==> src/rtl/btn_conditioner.sv <==
// Servo push-button conditioner: 2-FF sync, debounce and one-cycle step
// pulses with optional auto-repeat for the left/right buttons.
module btn_conditioner #(
    parameter int unsigned DEBOUNCE_CYCLES = 1_000_000,
    parameter int unsigned REPEAT_DELAY    = 25_000_000,
    parameter int unsigned REPEAT_PERIOD   = 5_000_000,
    parameter int unsigned REPEAT_EN       = 1
) (
    input  logic clk,
    input  logic rst,
    input  logic btn_left_raw,
    input  logic btn_right_raw,
    output logic btn_left,
    output logic btn_right,
    output logic left_level,
    output logic right_level
);

    localparam int unsigned TMAX =
        (REPEAT_DELAY > REPEAT_PERIOD) ? REPEAT_DELAY : REPEAT_PERIOD;
    localparam int CW = $clog2(DEBOUNCE_CYCLES);
    localparam int TW = $clog2(TMAX);

    localparam logic [CW-1:0] CNT_LAST = CW'(DEBOUNCE_CYCLES - 1);
    localparam logic [TW-1:0] DLY_LAST = TW'(REPEAT_DELAY - 1);
    localparam logic [TW-1:0] PER_LAST = TW'(REPEAT_PERIOD - 1);

    typedef enum logic [1:0] {
        IDLE,
        PRESSED,
        REPEAT
    } state_e;

    // Index 0 is the left button, index 1 the right button.
    logic [1:0]    raw;
    logic [1:0]    s1_q;
    logic [1:0]    s2_q;
    logic [1:0]    level_q;
    logic [1:0]    level_d;
    logic [1:0]    cand;
    logic [1:0]    pulse_d;
    logic [1:0]    btn_q;
    logic [CW-1:0] cnt_q [2];
    logic [CW-1:0] cnt_d [2];
    logic [TW-1:0] timer_q [2];
    state_e        state_q [2];

    assign raw = {btn_right_raw, btn_left_raw};

    always_comb begin
        for (int i = 0; i < 2; i++) begin
            level_d[i] = level_q[i];
            cnt_d[i]   = cnt_q[i];
            if (s2_q[i] == level_q[i]) begin
                cnt_d[i] = '0;
            end else if (cnt_q[i] == CNT_LAST) begin
                level_d[i] = s2_q[i];
                cnt_d[i]   = '0;
            end else begin
                cnt_d[i] = cnt_q[i] + 1'b1;
            end
        end
    end

    // Candidates look at the level being committed on this edge so the
    // press pulse lines up with the level rising.
    always_comb begin
        for (int i = 0; i < 2; i++) begin
            cand[i] = 1'b0;
            if (level_d[i]) begin
                case (state_q[i])
                    IDLE:    cand[i] = 1'b1;
                    PRESSED: cand[i] = (REPEAT_EN != 0) &&
                                       (timer_q[i] == DLY_LAST);
                    REPEAT:  cand[i] = (timer_q[i] == PER_LAST);
                    default: cand[i] = 1'b0;
                endcase
            end
        end
        pulse_d = (&cand || &level_d) ? 2'b00 : cand;
    end

    always_ff @(posedge clk) begin
        if (rst) begin
            s1_q    <= '0;
            s2_q    <= '0;
            level_q <= '0;
            btn_q   <= '0;
            for (int i = 0; i < 2; i++) begin
                cnt_q[i]   <= '0;
                timer_q[i] <= '0;
                state_q[i] <= IDLE;
            end
        end else begin
            s1_q    <= raw;
            s2_q    <= s1_q;
            level_q <= level_d;
            btn_q   <= pulse_d;
            for (int i = 0; i < 2; i++) begin
                cnt_q[i] <= cnt_d[i];
                if (!level_d[i]) begin
                    state_q[i] <= IDLE;
                    timer_q[i] <= '0;
                end else begin
                    case (state_q[i])
                        IDLE: begin
                            state_q[i] <= PRESSED;
                            timer_q[i] <= '0;
                        end
                        PRESSED: begin
                            if (timer_q[i] != DLY_LAST) begin
                                timer_q[i] <= timer_q[i] + 1'b1;
                            end else if (REPEAT_EN != 0) begin
                                state_q[i] <= REPEAT;
                                timer_q[i] <= '0;
                            end
                        end
                        REPEAT: begin
                            if (timer_q[i] == PER_LAST) begin
                                timer_q[i] <= '0;
                            end else begin
                                timer_q[i] <= timer_q[i] + 1'b1;
                            end
                        end
                        default: begin
                            state_q[i] <= IDLE;
                            timer_q[i] <= '0;
                        end
                    endcase
                end
            end
        end
    end

    assign btn_left    = btn_q[0];
    assign btn_right   = btn_q[1];
    assign left_level  = level_q[0];
    assign right_level = level_q[1];

endmodule

==> config.mk <==
export PLATFORM = sky130hd
export DESIGN_NAME = btn_conditioner
export DESIGN_NICKNAME = d
export VERILOG_FILES = /design/src/rtl/btn_conditioner.sv
export SDC_FILE = /design/constraint.sdc
export NUM_CORES = 1
export LEC_CHECK = 0
export CAP_MARGIN = 20
export CORE_ASPECT_RATIO = 2
export CORE_MARGIN = 2
export CORE_UTILIZATION = 30
export DETAILED_ROUTE_END_ITERATION = 16
export HOLD_SLACK_MARGIN = 0.06
export PLACE_DENSITY_LB_ADDON = 0.05
export SETUP_SLACK_MARGIN = 0.1
export SYNTH_ARGS = -nofsm -noshare
export SYNTH_HDL_FRONTEND = slang
export SYNTH_SLANG_ARGS = --single-unit
==> constraint.sdc <==
create_clock -name clk -period 5.5 [get_ports clk]
set_input_delay 0.55 -clock clk [delete_from_list [all_inputs] [get_ports clk]]
set_output_delay 0.55 -clock clk [all_outputs]
set_load 0.01 [all_outputs]
Yosys cells after proc, flatten, opt, wreduce, memory -nomap -nowiden
Memory sizes are Yosys's and may differ from the RTL's.
Cells that the tools add are included.
- memories: 3
- input bits: 4
- output and inout bits: 4
- RAM bits: 94
- logic and storage cells: 158
- register bits: 8
- memory list (memory ; words ; width ; read ports ; clocked after Yosys merged registers in ; write ports ; RTL line ; source):
    timer_q ; 2 ; 25 ; 2 ; 0 ; 2 ; 45 ; logic [TW-1:0] timer_q [2];
    cnt_q ; 2 ; 20 ; 2 ; 0 ; 2 ; 43 ; logic [CW-1:0] cnt_q [2];
    state_q ; 2 ; 2 ; 2 ; 0 ; 2 ; 46 ; state_e state_q [2];
- add/sub/neg operators: 4
- reductions and logical operators: 8
- eq/ne operators: 14
- muxes and demuxes: 101
- bitwise gates (word level): 24
- operators by type and width (operator ; number):
    $mux 25 ; 14
    $mux 20 ; 6
    $mux 1 ; 71
    $add 25x1->25 const B ; 2
    $eq 25x23->1 const B ; 2
    $eq 25x25->1 const B ; 2
    $ne 25x25->1 const B ; 2
    $add 20x1->20 const B ; 2
    $eq 20x20->1 const B ; 2
    $or 1x1->1 ; 24
    $mux 2 ; 8
    $pmux 1 s3 ; 2
    $reduce_or 3->1 ; 2
    $eq 2x1->1 const B ; 2
    $eq 2x2->1 const B ; 2
    $logic_not 2->1 ; 2
    $reduce_and 2->1 ; 2
    $eq 1x1->1 ; 2
    $reduce_or 2->1 ; 1
    $logic_or 1x1->1 ; 1

Logic depth before layout (Yosys ltp)
Gate-level depths: netlist of the first run.
- depth in word-level cells: 13
- gate-level depth with buffers: 7
- mapped depth without buffers: 6

Worst setup path before layout of the first run
OpenSTA, ideal clock, no wires.
- path kind: register to register
- start point: memory timer_q[1][16] (netlist name)
- end point: memory timer_q[1][6] (netlist name), data pin
- setup time: 0.255 ns
- cell stages (with the launch flop): 7
- required time: 5.245 ns
- slack: 3.456 ns
- data arrival time: 1.788 ns
- buffers on the path: 1
- period minus slack after synthesis: 2.044 ns
- path through: edfxtp_1 or4_1 nor4_2 a311oi_1 o22ai_4 buf_6 nor2_1
- RTL lines (what ; RTL line):
    from (decl) ; 45

==> impl_metrics.xml, run 1 <==
<?xml version="1.0" encoding="UTF-8"?>
<metrics>
  <group name="logic_synthesis">
    <metric name="postSynthCellCount" unit="">524</metric>
    <metric name="number_of_enable_flip_flop_cells_after_synthesis" unit="">54</metric>
    <metric name="yosysSeqAreaShare" unit="%">50.4</metric>
    <metric name="postSynthAreaPerCell" unit="sq um">9.78</metric>
    <metric name="dominantRegCellSynth" unit="">edfxtp_1</metric>
    <metric name="compound_cell_area_share_of_the_yosys_netlist" unit="%">2.39</metric>
    <metric name="yosys_register_bits" unit="">102</metric>
    <metric name="synth.mux.area_fraction" unit="%">0.391</metric>
    <metric name="ys_types" unit="">42</metric>
    <metric name="synth-xor-area-share" unit="%">14.2</metric>
    <metric name="synth_simple_gate_area_share" unit="%">29.2</metric>
    <metric name="mappedNetlistArea" unit="sq um">5130</metric>
    <metric name="synth_fa_ha_area_share" unit="%">0.976</metric>
    <metric name="largest_family_of_logic_cells_by_synthesized_area" unit="">simple AND/OR/NAND/NOR gates</metric>
    <metric name="yosys_warnings" unit="">0</metric>
    <metric name="async_flop_share" unit="%">0</metric>
  </group>
  <group name="power">
    <metric name="p_sw_share" unit="%">22.6</metric>
    <metric name="switchingPower" unit="uW">343</metric>
    <metric name="post_route_total_power" unit="mW">1.52</metric>
    <metric name="combinationalPowerShare" unit="%">3.1</metric>
    <metric name="worst_ir_drop_vdd" unit="uV">132</metric>
    <metric name="static_power_due_to_leakage" unit="nW">1.91</metric>
    <metric name="power.sequential.fraction" unit="%">55.8</metric>
    <metric name="intPower" unit="mW">1.18</metric>
    <metric name="power.share.clock" unit="%">41.1</metric>
    <metric name="power.density" unit="nW/um^2">259</metric>
  </group>
  <group name="floorplanning">
    <metric name="die_h" unit="um">189</metric>
    <metric name="pin_count" unit="">8</metric>
    <metric name="coreArea" unit="sq um">16800</metric>
    <metric name="floorplan.die.width" unit="um">96.4</metric>
    <metric name="start_util" unit="%">30.6</metric>
    <metric name="number_of_standard_cell_rows_in_the_floorplan" unit="">67</metric>
    <metric name="fp.dieArea" unit="sq um">18200</metric>
  </group>
  <group name="cts">
    <metric name="clock-sinks" unit="">102</metric>
    <metric name="cts_inserted_buffers" unit="">9</metric>
    <metric name="clkLatencyLatePin" unit="ns">0.35</metric>
    <metric name="ctsRootBufferMaster" unit="">clkbuf_16</metric>
    <metric name="post_cts_resize_count" unit="">0</metric>
    <metric name="cts_hold_buf" unit="">0</metric>
    <metric name="worst_setup_hold_path_clk_slew" unit="ns">0.08</metric>
    <metric name="cts_setup_buffers" unit="">0</metric>
    <metric name="max_root_sink_buffers" unit="">2</metric>
    <metric name="h-tree-depth" unit="">3</metric>
    <metric name="clock_tree_from_tritoncts" unit="">built</metric>
  </group>
  <group name="drt">
    <metric name="drtIter0Drc" unit="">86</metric>
    <metric name="detail_route.first_pass.iterations" unit="">4</metric>
    <metric name="antenna_left" unit="">0</metric>
    <metric name="drt_drc_violations_left" unit="">0</metric>
    <metric name="dr_total_vias" unit="">3704</metric>
    <metric name="route.detailed.vias_per_inst" unit="">4.66</metric>
    <metric name="postRouteWirelength" unit="um">10800</metric>
    <metric name="wire_per_inst" unit="um">13.5</metric>
  </group>
  <group name="global_route">
    <metric name="grt-ovfl-total" unit="">0</metric>
    <metric name="antenna_violations_before_repair" unit="">0</metric>
    <metric name="grt_pass1_vias" unit="">3758</metric>
    <metric name="global_route_usage_over_all_layers" unit="%">12.9</metric>
    <metric name="grt_start_max_net_pins" unit="">26</metric>
    <metric name="grt_first_pass_wirelength" unit="um">18200</metric>
  </group>
  <group name="place">
    <metric name="placed_cells_incl_taps" unit="">777</metric>
    <metric name="post-dp-hpwl" unit="um">7800</metric>
    <metric name="number_of_buffers_inserted_by_port_buffering" unit="">7</metric>
    <metric name="final_weighted_congestion_in_routability_driven_placement" unit="">0.737</metric>
  </group>
  <group name="timing">
    <metric name="setup_repair_after_global_routing_missed_its_margin" unit="">no</metric>
    <metric name="timing.setup.tns" unit="ns">0</metric>
    <metric name="max_slew.worst_pin.slew" unit="ns">1.16</metric>
    <metric name="finClkSkew" unit="ns">0.00976</metric>
    <metric name="setup_viol_count_final" unit="">0</metric>
    <metric name="hold_viol" unit="">0</metric>
    <metric name="max_freq" unit="GHz">0.371</metric>
    <metric name="relSlewSlack" unit="%">22.1</metric>
    <metric name="finalMaxSlewViolations" unit="">0</metric>
    <metric name="holdWs" unit="ns">0.437</metric>
    <metric name="final_min_period_over_clock_period" unit="%">49.1</metric>
    <metric name="final.min_clock_period" unit="ns">2.70</metric>
  </group>
  <group name="setup_path">
    <metric name="startpoint_of_the_most_critical_register_to_register_path" unit="">timer_q[1][0]</metric>
    <metric name="crit_fanout" unit="">25</metric>
    <metric name="critical_path_required" unit="ns">5.58</metric>
    <metric name="timing.critical_path.arrival" unit="ns">2.77</metric>
    <metric name="crit_path_top_delay_cell" unit="">o22ai_4</metric>
    <metric name="crit_buf_inv" unit="">0</metric>
    <metric name="crit_path_start_kind" unit="">flip-flop</metric>
    <metric name="path_delay_family" unit="">compound AO/OA/AOI/OAI gates</metric>
    <metric name="crit_chain" unit="">ha_1 -&gt; nand2_1 -&gt; nor4_1 -&gt; a31oi_1 -&gt; o22ai_4 -&gt; nor2_1</metric>
    <metric name="reg_to_reg_endpoint" unit="">timer_q[1][6]</metric>
    <metric name="critPathKind" unit="">flip-flop to flip-flop</metric>
    <metric name="crit_path_end_kind" unit="">flip-flop</metric>
    <metric name="cp-startpoint" unit="">timer_q[1][0]</metric>
    <metric name="r2r.worst_path.cells" unit="">6</metric>
    <metric name="timing.critical_path.slowest_cell_delay" unit="ns">0.64</metric>
    <metric name="rrSetupSlack" unit="ns">2.80</metric>
  </group>
  <group name="min_path">
    <metric name="holdPathEnd" unit="">s2_q[1]</metric>
    <metric name="holdPathStages" unit="">1</metric>
    <metric name="hold_path.class" unit="">flip-flop to flip-flop</metric>
    <metric name="worstHoldStart" unit="">s1_q[1]</metric>
  </group>
  <group name="final_layout">
    <metric name="diodes" unit="">0</metric>
    <metric name="fillers" unit="">1757</metric>
    <metric name="final_core_utilization" unit="%">35.0</metric>
    <metric name="area_delta_synth_final" unit="%">14.5</metric>
    <metric name="final_layout_size_suffix_gt1_share" unit="%">3.58</metric>
    <metric name="finish.cell_count_without_fillers" unit="">794</metric>
    <metric name="nets" unit="">590</metric>
  </group>
  <group name="run">
    <metric name="drv_cap" unit="">0</metric>
  </group>
  <group name="status">
    <metric name="status" unit="">complete, no violations</metric>
  </group>
</metrics>
[power by group through the flow]
stage	Sequential (mW)	Clock [mW]	Combinational, mW
2_1_floorplan	0.856	0	0.0388
3_3_place_gp	0.866	0	0.0461
3_5_place_dp	0.867	0	0.0457
4_1_cts	0.849	0.654	0.0463
5_1_grt	0.853	0.680	0.0537
6_report	0.849	0.624	0.0467
[stage by stage]
step                worst slack, ns  area [sq um]
floorplan                      3.46          5310
global placement               2.72          5570
detailed placement             2.64          5570
CTS                            2.72          5850
global route                   2.39          5870
finish                         2.80          5870
[flip-flops by register name, indices dropped and copies added (netlist names)]
signal	flops
timer_q	50
cnt_q	40
state_q	4
btn_q	2
level_q	2
s1_q	2
s2_q	2
[per-layer routing]
layer  GRT usage (%)  up-vias  share of wire, %  wire length [um]
met5               0        -                 0                 0
met4            5.15        0               1.7               188
met3            2.35        9               1.9               205
met2            23.5       25                55              5890
met1            14.4     1749                42              4470
li1                -     1921                 -                 -
[how the worst max path moves through the flow]
stage | end | slack, ns | depth (start not counted)
6_report | timer_q[1][6] | 2.80 | 6
5_1_grt | timer_q[1][14] | 2.39 | 6
4_1_cts | timer_q[0][2] | 2.72 | 5
3_5_place_dp | timer_q[0][2] | 2.64 | 4
3_3_place_gp | timer_q[0][14] | 2.72 | 4
2_1_floorplan | timer_q[1][6] | 3.46 | 6
[worst reg2reg max path: cells and delay by family (launching register included)]
family / cells / cell delay [ns]
and+or+nand+nor: 3 / 0.80
AOI/OAI and AO/OA: 2 / 0.92
adders and majority gates: 1 / 0.27
DFF: 1 / 0.43
[cell families after synthesis]
| logic type | after synthesis |
|---|---|
| adder cells (fa/ha/maj) | 4 |
| AO/OA/AOI/OAI | 16 |
| multiplexers | 2 |
| XOR/XNOR | 83 |
| other | 1 |
| buffers and inverters | 25 |
| flip-flops | 102 |
| AND/OR/NAND/NOR | 291 |
[area by class of cell]
cell class	count	area (sq um)	area share, %
multi-input cells	446	2600	44.3
flip-flops and latches	102	2580	44.0
well taps	207	259	4.41
clock buffers	11	254	4.33
repair buffers	8	85.1	1.45
inverters	15	56.3	0.959
clock inverters	5	30.0	0.512
[cells in the mapped netlist, types with 2 or more instances]
cell | n | share of area, %
and2_1 | 2 | 0.24
a311oi_1 | 2 | 0.34
buf_6 | 4 | 0.88
xnor2_1 | 51 | 8.7
clkbuf_1 | 5 | 0.37
a21oi_1 | 5 | 0.49
mux2i_1 | 2 | 0.39
nand4_1 | 18 | 2.2
o21ai_0 | 3 | 0.29
nor2b_1 | 5 | 0.61
nor4bb_1 | 4 | 0.78
a31oi_1 | 2 | 0.24
nor3b_1 | 6 | 0.88
and4_1 | 12 | 2.1
nand3_1 | 37 | 3.6
xor2_1 | 32 | 5.5
o211a_1 | 2 | 0.39
inv_1 | 15 | 1.1
nor4b_1 | 2 | 0.34
nor2_1 | 113 | 8.3
nand2b_1 | 2 | 0.24
or2_1 | 2 | 0.24
or4_1 | 2 | 0.29
edfxtp_1 | 54 | 32
dfxtp_1 | 48 | 19
nor3_1 | 17 | 1.7
nand2_1 | 31 | 2.3
and4b_1 | 3 | 0.59
ha_1 | 4 | 0.98
nand4bb_1 | 2 | 0.44
and3_1 | 10 | 1.2
or3_1 | 3 | 0.37
nor4_1 | 14 | 1.7
nor4_2 | 2 | 0.49
[placed cells by master (no fill, tap or decap), types with 4 or more instances in the layout]
| cell type | n |
|---|---|
| edfxtp_1 | 54 |
| nor3_1 | 17 |
| nand3_1 | 37 |
| a21oi_1 | 5 |
| nor2_1 | 113 |
| ha_1 | 4 |
| nor3b_1 | 6 |
| clkdlybuf4s50_1 | 7 |
| xnor2_1 | 51 |
| nor4_1 | 14 |
| nand2_1 | 31 |
| nor4bb_1 | 4 |
| and3_1 | 10 |
| nor2b_1 | 5 |
| xor2_1 | 32 |
| nand4_1 | 18 |
| dfxtp_1 | 48 |
| clkbuf_16 | 10 |
| and4_1 | 12 |
| conb_1 | 50 |
| inv_1 | 15 |
(Power assumes the default switching activity.)
==> run 2, diff against run 1 <==
==> constraint.sdc (replaced) <==
create_clock -name clk -period 2.4 [get_ports clk]
set_input_delay 0.24 -clock clk [delete_from_list [all_inputs] [get_ports clk]]
set_output_delay 0.24 -clock clk [all_outputs]
set_load 0.01 [all_outputs]
==> impl_metrics.xml, run 2 (same netlist as run 1, synthesis figures left out) <==
<?xml version="1.0" encoding="UTF-8"?>
<metrics>
  <group name="cts">
    <metric name="cts_hold_buf" unit="">0</metric>
    <metric name="max_root_sink_buffers" unit="">2</metric>
    <metric name="post_cts_resize_count" unit="">0</metric>
    <metric name="worst_setup_hold_path_clk_slew" unit="ns">0.07</metric>
    <metric name="clock_tree_from_tritoncts" unit="">built</metric>
    <metric name="clkLatencyLatePin" unit="ns">0.35</metric>
    <metric name="cts_inserted_buffers" unit="">9</metric>
    <metric name="ctsRootBufferMaster" unit="">clkbuf_16</metric>
    <metric name="clock-sinks" unit="">102</metric>
    <metric name="h-tree-depth" unit="">3</metric>
    <metric name="cts_setup_buffers" unit="">0</metric>
  </group>
  <group name="final_layout">
    <metric name="largest_register_ff_count" unit="">50</metric>
    <metric name="mostFrequentLayoutCells" unit="">113 x nor2_1, 54 x edfxtp_1, 51 x xnor2_1</metric>
    <metric name="diodes" unit="">0</metric>
    <metric name="largestRegisters" unit="">timer_q x50, cnt_q x40, state_q x4</metric>
    <metric name="fillers" unit="">1759</metric>
    <metric name="nets" unit="">603</metric>
    <metric name="final_layout_size_suffix_gt1_share" unit="%">5.83</metric>
    <metric name="final_core_utilization" unit="%">36.1</metric>
    <metric name="layout.cells.most_common" unit="">nor2_1</metric>
    <metric name="registers.top_by_ff_count" unit="">timer_q</metric>
    <metric name="area_delta_synth_final" unit="%">18.1</metric>
    <metric name="finish.cell_count_without_fillers" unit="">807</metric>
  </group>
  <group name="global_route">
    <metric name="grt-ovfl-total" unit="">0</metric>
    <metric name="grt_first_pass_wirelength" unit="um">18500</metric>
    <metric name="grt_pass1_vias" unit="">3807</metric>
    <metric name="antenna_violations_before_repair" unit="">0</metric>
    <metric name="grt_start_max_net_pins" unit="">26</metric>
    <metric name="global_route_usage_over_all_layers" unit="%">13.1</metric>
  </group>
  <group name="setup_path">
    <metric name="crit_path_start_kind" unit="">flip-flop</metric>
    <metric name="reg_to_reg_endpoint" unit="">timer_q[1][17]</metric>
    <metric name="rrSetupSlack" unit="ns">0.29</metric>
    <metric name="crit_path_top_delay_cell" unit="">or4_1</metric>
    <metric name="r2r.worst_path.cells" unit="">6</metric>
    <metric name="critical_path_required" unit="ns">2.50</metric>
    <metric name="timing.critical_path.arrival" unit="ns">2.21</metric>
    <metric name="startpoint_of_the_most_critical_register_to_register_path" unit="">timer_q[1][24]</metric>
    <metric name="crit_fanout" unit="">25</metric>
    <metric name="crit_chain" unit="">or4_1 -&gt; nor4_2 -&gt; a311oi_1 -&gt; o22ai_4 -&gt; buf_12 -&gt; nor2_1</metric>
    <metric name="critPathKind" unit="">flip-flop to flip-flop</metric>
    <metric name="timing.critical_path.slowest_cell_delay" unit="ns">0.55</metric>
    <metric name="crit_path_end_kind" unit="">flip-flop</metric>
  </group>
  <group name="drt">
    <metric name="route.detailed.vias_per_inst" unit="">4.63</metric>
    <metric name="drt_drc_violations_left" unit="">0</metric>
    <metric name="wire_per_inst" unit="um">13.5</metric>
    <metric name="postRouteWirelength" unit="um">10900</metric>
    <metric name="drtIter0Drc" unit="">62</metric>
    <metric name="detail_route.first_pass.iterations" unit="">4</metric>
    <metric name="dr_total_vias" unit="">3733</metric>
    <metric name="antenna_left" unit="">0</metric>
  </group>
  <group name="floorplanning">
    <metric name="fp.dieArea" unit="sq um">18200</metric>
    <metric name="number_of_standard_cell_rows_in_the_floorplan" unit="">67</metric>
    <metric name="start_util" unit="%">30.6</metric>
    <metric name="die_h" unit="um">189</metric>
    <metric name="floorplan.die.width" unit="um">96.4</metric>
    <metric name="pin_count" unit="">8</metric>
    <metric name="coreArea" unit="sq um">16800</metric>
  </group>
  <group name="timing">
    <metric name="final.min_clock_period" unit="ns">2.11</metric>
    <metric name="max_slew.worst_pin.slew" unit="ns">0.572</metric>
    <metric name="max_freq" unit="GHz">0.474</metric>
    <metric name="setup_viol_count_final" unit="">0</metric>
    <metric name="hold_viol" unit="">0</metric>
    <metric name="timing.setup.tns" unit="ns">0</metric>
    <metric name="finalMaxSlewViolations" unit="">0</metric>
    <metric name="finClkSkew" unit="ns">0.0126</metric>
    <metric name="final_min_period_over_clock_period" unit="%">88.0</metric>
    <metric name="relSlewSlack" unit="%">61.5</metric>
    <metric name="setup_repair_after_global_routing_missed_its_margin" unit="">no</metric>
  </group>
  <group name="place">
    <metric name="post-dp-hpwl" unit="um">8070</metric>
    <metric name="placed_cells_incl_taps" unit="">791</metric>
    <metric name="number_of_buffers_inserted_by_port_buffering" unit="">7</metric>
    <metric name="final_weighted_congestion_in_routability_driven_placement" unit="">0.739</metric>
  </group>
  <group name="power">
    <metric name="power.density" unit="nW/um^2">628</metric>
    <metric name="static_power_due_to_leakage" unit="nW">2.02</metric>
    <metric name="worst_ir_drop_vdd" unit="uV">343</metric>
  </group>
  <group name="run">
    <metric name="drv_cap" unit="">0</metric>
  </group>
  <group name="min_path">
    <metric name="hold_path.class" unit="">flip-flop to flip-flop</metric>
    <metric name="holdPathStages" unit="">1</metric>
    <metric name="holdPathEnd" unit="">s2_q[1]</metric>
    <metric name="worstHoldStart" unit="">s1_q[1]</metric>
  </group>
  <group name="status">
    <metric name="status" unit="">complete, no violations</metric>
  </group>
</metrics>
[run 2: cell count changes in the layout (fill, tap and decap cells not counted)]
cell       change
buf_12         +2
buf_4         +12
buf_8          -1
clkinv_4       -1
inv_4          -1
bufinv_16      +3
clkbuf_1       -1
[run 2: area by class of cell]
class | instances | area [sq um] | area share [%]
Sequential cell | 102 | 2580 | 42.6
Clock inverter | 6 | 105 | 1.74
Clock buffer | 10 | 250 | 4.13
Inverter | 15 | 56.3 | 0.930
Timing Repair Buffer | 21 | 200 | 3.31
Tap cell | 207 | 259 | 4.28
Multi-Input combinational cell | 446 | 2600 | 43.0
[run 2: metrics by stage]
stage / power [mW] / setup WS, ns / cell area (sq um) / hold WS (ns)
2_1_floorplan: 2.05 / 0.356 / 5310 / 0.312
3_3_place_gp: 2.10 / 0.288 / 5700 / 0.427
3_5_place_dp: 2.10 / 0.285 / 5700 / 0.429
4_1_cts: 3.87 / 0.264 / 6060 / 0.441
5_1_grt: 3.97 / 0.174 / 6060 / 0.462
6_report: 3.81 / 0.288 / 6060 / 0.444
[run 2: worst max-delay path by stage]
stage,from,end,slack [ns],cells past startpoint
6_report,timer_q[1][24],timer_q[1][17],0.29,6
3_3_place_gp,timer_q[1][0],timer_q[1][5],0.29,8
4_1_cts,timer_q[1][24],timer_q[1][3],0.26,6
3_5_place_dp,timer_q[1][24],timer_q[1][3],0.28,6
5_1_grt,timer_q[1][24],timer_q[1][16],0.17,6
2_1_floorplan,timer_q[1][16],timer_q[1][6],0.36,6
[run 2: layer usage]
layer	global-route usage, %	up-vias	share of wire, %
met5	0	-	0
met4	5.15	0	2.2
met3	2.47	12	1.8
met2	23.8	28	54
met1	14.7	1752	42
li1	-	1941	-
[run 2: worst max-delay path: cells and delay by family (launching register included)]
family,cells,cell delay [ns]
AND/OR/NAND/NOR,3,0.91
flip-flops,1,0.43
AO/OA/AOI/OAI,2,0.33
buffers and inverters,1,0.19
[run 2: power by group]
group / switching [mW] / total, mW / internal, mW
sequential: 0.0619 / 1.94 / 1.88
combinational: 0.0615 / 0.117 / 0.0552
clock: 0.668 / 1.75 / 1.08
total: 0.791 / 3.81 / 3.01
==> run 3, diff against run 2 <==
--- a/config.mk
+++ b/config.mk
@@ -7,7 +7,6 @@
 export LEC_CHECK = 0
 export CAP_MARGIN = 20
 export CORE_ASPECT_RATIO = 2
-export CORE_MARGIN = 2
 export CORE_UTILIZATION = 30
 export DETAILED_ROUTE_END_ITERATION = 16
 export HOLD_SLACK_MARGIN = 0.06
==> impl_metrics.xml, run 3 (same netlist as run 1, synthesis figures left out) <==
<?xml version="1.0" encoding="UTF-8"?>
<metrics>
  <group name="floorplanning">
    <metric name="floorplan.die.width" unit="um">94.4</metric>
    <metric name="start_util" unit="%">30.6</metric>
    <metric name="coreArea" unit="sq um">16800</metric>
    <metric name="pin_count" unit="">8</metric>
    <metric name="fp.dieArea" unit="sq um">17600</metric>
    <metric name="number_of_standard_cell_rows_in_the_floorplan" unit="">67</metric>
    <metric name="die_h" unit="um">187</metric>
  </group>
  <group name="cts">
    <metric name="cts_setup_buffers" unit="">0</metric>
    <metric name="clock-sinks" unit="">102</metric>
    <metric name="ctsRootBufferMaster" unit="">clkbuf_16</metric>
    <metric name="worst_setup_hold_path_clk_slew" unit="ns">0.07</metric>
    <metric name="post_cts_resize_count" unit="">0</metric>
    <metric name="h-tree-depth" unit="">3</metric>
    <metric name="cts_hold_buf" unit="">0</metric>
    <metric name="clock_tree_from_tritoncts" unit="">built</metric>
    <metric name="cts_inserted_buffers" unit="">9</metric>
    <metric name="max_root_sink_buffers" unit="">2</metric>
    <metric name="clkLatencyLatePin" unit="ns">0.35</metric>
  </group>
  <group name="setup_path">
    <metric name="r2r.worst_path.cells" unit="">6</metric>
    <metric name="timing.critical_path.arrival" unit="ns">2.26</metric>
    <metric name="critPathKind" unit="">flip-flop to flip-flop</metric>
    <metric name="crit_path_end_kind" unit="">flip-flop</metric>
    <metric name="critical_path_required" unit="ns">2.51</metric>
    <metric name="crit_fanout" unit="">25</metric>
    <metric name="crit_path_start_kind" unit="">flip-flop</metric>
  </group>
  <group name="final_layout">
    <metric name="largest_register_ff_count" unit="">50</metric>
    <metric name="area.sequential" unit="sq um">2580</metric>
    <metric name="mostFrequentLayoutCells" unit="">113 x nor2_1, 54 x edfxtp_1, 51 x xnor2_1</metric>
    <metric name="largestRegisters" unit="">timer_q x50, cnt_q x40, state_q x4</metric>
    <metric name="nets" unit="">602</metric>
    <metric name="final_layout_size_suffix_gt1_share" unit="%">5.84</metric>
    <metric name="registers.top_by_ff_count" unit="">timer_q</metric>
    <metric name="layout.cells.most_common" unit="">nor2_1</metric>
    <metric name="diodes" unit="">0</metric>
    <metric name="area_delta_synth_final" unit="%">17.3</metric>
    <metric name="multi_input_comb_area" unit="sq um">2600</metric>
    <metric name="fillers" unit="">1753</metric>
  </group>
  <group name="place">
    <metric name="final_weighted_congestion_in_routability_driven_placement" unit="">0.762</metric>
    <metric name="number_of_buffers_inserted_by_port_buffering" unit="">7</metric>
    <metric name="post-dp-hpwl" unit="um">8030</metric>
    <metric name="place_ws" unit="ns">0.258</metric>
  </group>
  <group name="timing">
    <metric name="setup_repair_after_global_routing_missed_its_margin" unit="">no</metric>
    <metric name="hold_viol" unit="">0</metric>
    <metric name="finalMaxSlewViolations" unit="">0</metric>
    <metric name="final.min_clock_period" unit="ns">2.15</metric>
    <metric name="timing.setup.tns" unit="ns">0</metric>
    <metric name="final_critical_path_setup_slack" unit="ns">0.253</metric>
    <metric name="setup_viol_count_final" unit="">0</metric>
    <metric name="final_min_period_over_clock_period" unit="%">89.5</metric>
    <metric name="relSlewSlack" unit="%">57.6</metric>
    <metric name="finClkSkew" unit="ns">0.0104</metric>
    <metric name="holdWs" unit="ns">0.440</metric>
    <metric name="max_slew.worst_pin.slew" unit="ns">0.630</metric>
    <metric name="max_freq" unit="GHz">0.466</metric>
  </group>
  <group name="global_route">
    <metric name="antenna_violations_before_repair" unit="">0</metric>
    <metric name="grt_first_pass_wirelength" unit="um">18500</metric>
    <metric name="global_route_usage_over_all_layers" unit="%">13.6</metric>
    <metric name="grt_pass1_vias" unit="">3935</metric>
    <metric name="grt-ovfl-total" unit="">0</metric>
    <metric name="grt_start_max_net_pins" unit="">26</metric>
  </group>
  <group name="power">
    <metric name="worst_ir_drop_vdd" unit="uV">358</metric>
    <metric name="static_power_due_to_leakage" unit="nW">1.99</metric>
    <metric name="power.density" unit="nW/um^2">603</metric>
    <metric name="post_route_total_power" unit="mW">3.63</metric>
  </group>
  <group name="min_path">
    <metric name="holdPathStages" unit="">1</metric>
    <metric name="hold_path.class" unit="">flip-flop to flip-flop</metric>
  </group>
  <group name="drt">
    <metric name="detail_route.wirelength.met1" unit="um">4450</metric>
    <metric name="wire_per_inst" unit="um">13.5</metric>
    <metric name="route.detailed.vias_per_inst" unit="">4.67</metric>
    <metric name="drtIter0Drc" unit="">81</metric>
    <metric name="detailroute.wirelength.met3" unit="um">185</metric>
    <metric name="detail_route.first_pass.iterations" unit="">4</metric>
    <metric name="antenna_left" unit="">0</metric>
    <metric name="drt_drc_violations_left" unit="">0</metric>
    <metric name="met2_wirelength" unit="um">5930</metric>
    <metric name="postRouteWirelength" unit="um">10900</metric>
    <metric name="route.top_layer_used" unit="">met4</metric>
    <metric name="dr_total_vias" unit="">3767</metric>
  </group>
  <group name="run">
    <metric name="drv_cap" unit="">0</metric>
  </group>
  <group name="status">
    <metric name="status" unit="">complete, no violations</metric>
  </group>
</metrics>
[run 3: cell count changes in the layout (fill, tap and decap cells not counted), sizes merged]
cell	previous run	this run
clkinvlp	0	1
clkbuf	10	11
buf	14	13
bufinv	3	1
[run 3: per-stage QoR]
step | instances | instance area (sq um) | util (%)
6_report | 806 | 6010 | 35.9
5_1_grt | 806 | 6010 | 35.9
4_1_cts | 806 | 6010 | 35.9
3_5_place_dp | 790 | 5690 | 34.0
3_3_place_gp | 790 | 5690 | 34.0
2_1_floorplan | 573 | 5310 | -
[run 3: worst max-delay path, cell delays in order, from the launching register on]
cell,delay (ns)
edfxtp_1,0.43
or4_1,0.56
nor4_2,0.31
a311oi_1,0.19
o22ai_4,0.15
buf_12,0.19
nor2_1,0.07
[run 3: worst paths after layout]
kind | to | slack [ns] | startpoint
hold reg to reg | s2_q[1] | 0.44 | s1_q[1]
hold / removal | s2_q[1] | 0.44 | s1_q[1]
setup / recovery | timer_q[1][2] | 0.25 | timer_q[1][24]
setup reg to reg | timer_q[1][2] | 0.25 | timer_q[1][24]
[run 3: routing by layer]
| metal | GRT usage (%) | up-vias |
|---|---|---|
| li1 | - | 1933 |
| met1 | 14.7 | 1787 |
| met2 | 24.7 | 30 |
| met3 | 2.36 | 17 |
| met4 | 6.63 | 0 |
| met5 | 0 | - |
[run 3: layout make-up]
type / instances / area share (%)
Multi-Input combinational cell: 446 / 43.3
Sequential cell: 102 / 43.0
Clock buffer: 11 / 4.39
Tap cell: 207 / 4.31
Timing Repair Buffer: 20 / 3.21
Inverter: 15 / 0.937
Clock inverter: 5 / 0.895
[run 3: report_power, final]
group	internal, mW	leakage [nW]	total (mW)	switching (mW)
sequential	1.88	0.911	1.94	0.0609
clock	0.899	0.157	1.57	0.669
combinational	0.0543	0.926	0.116	0.0621
total	2.83	1.99	3.63	0.792
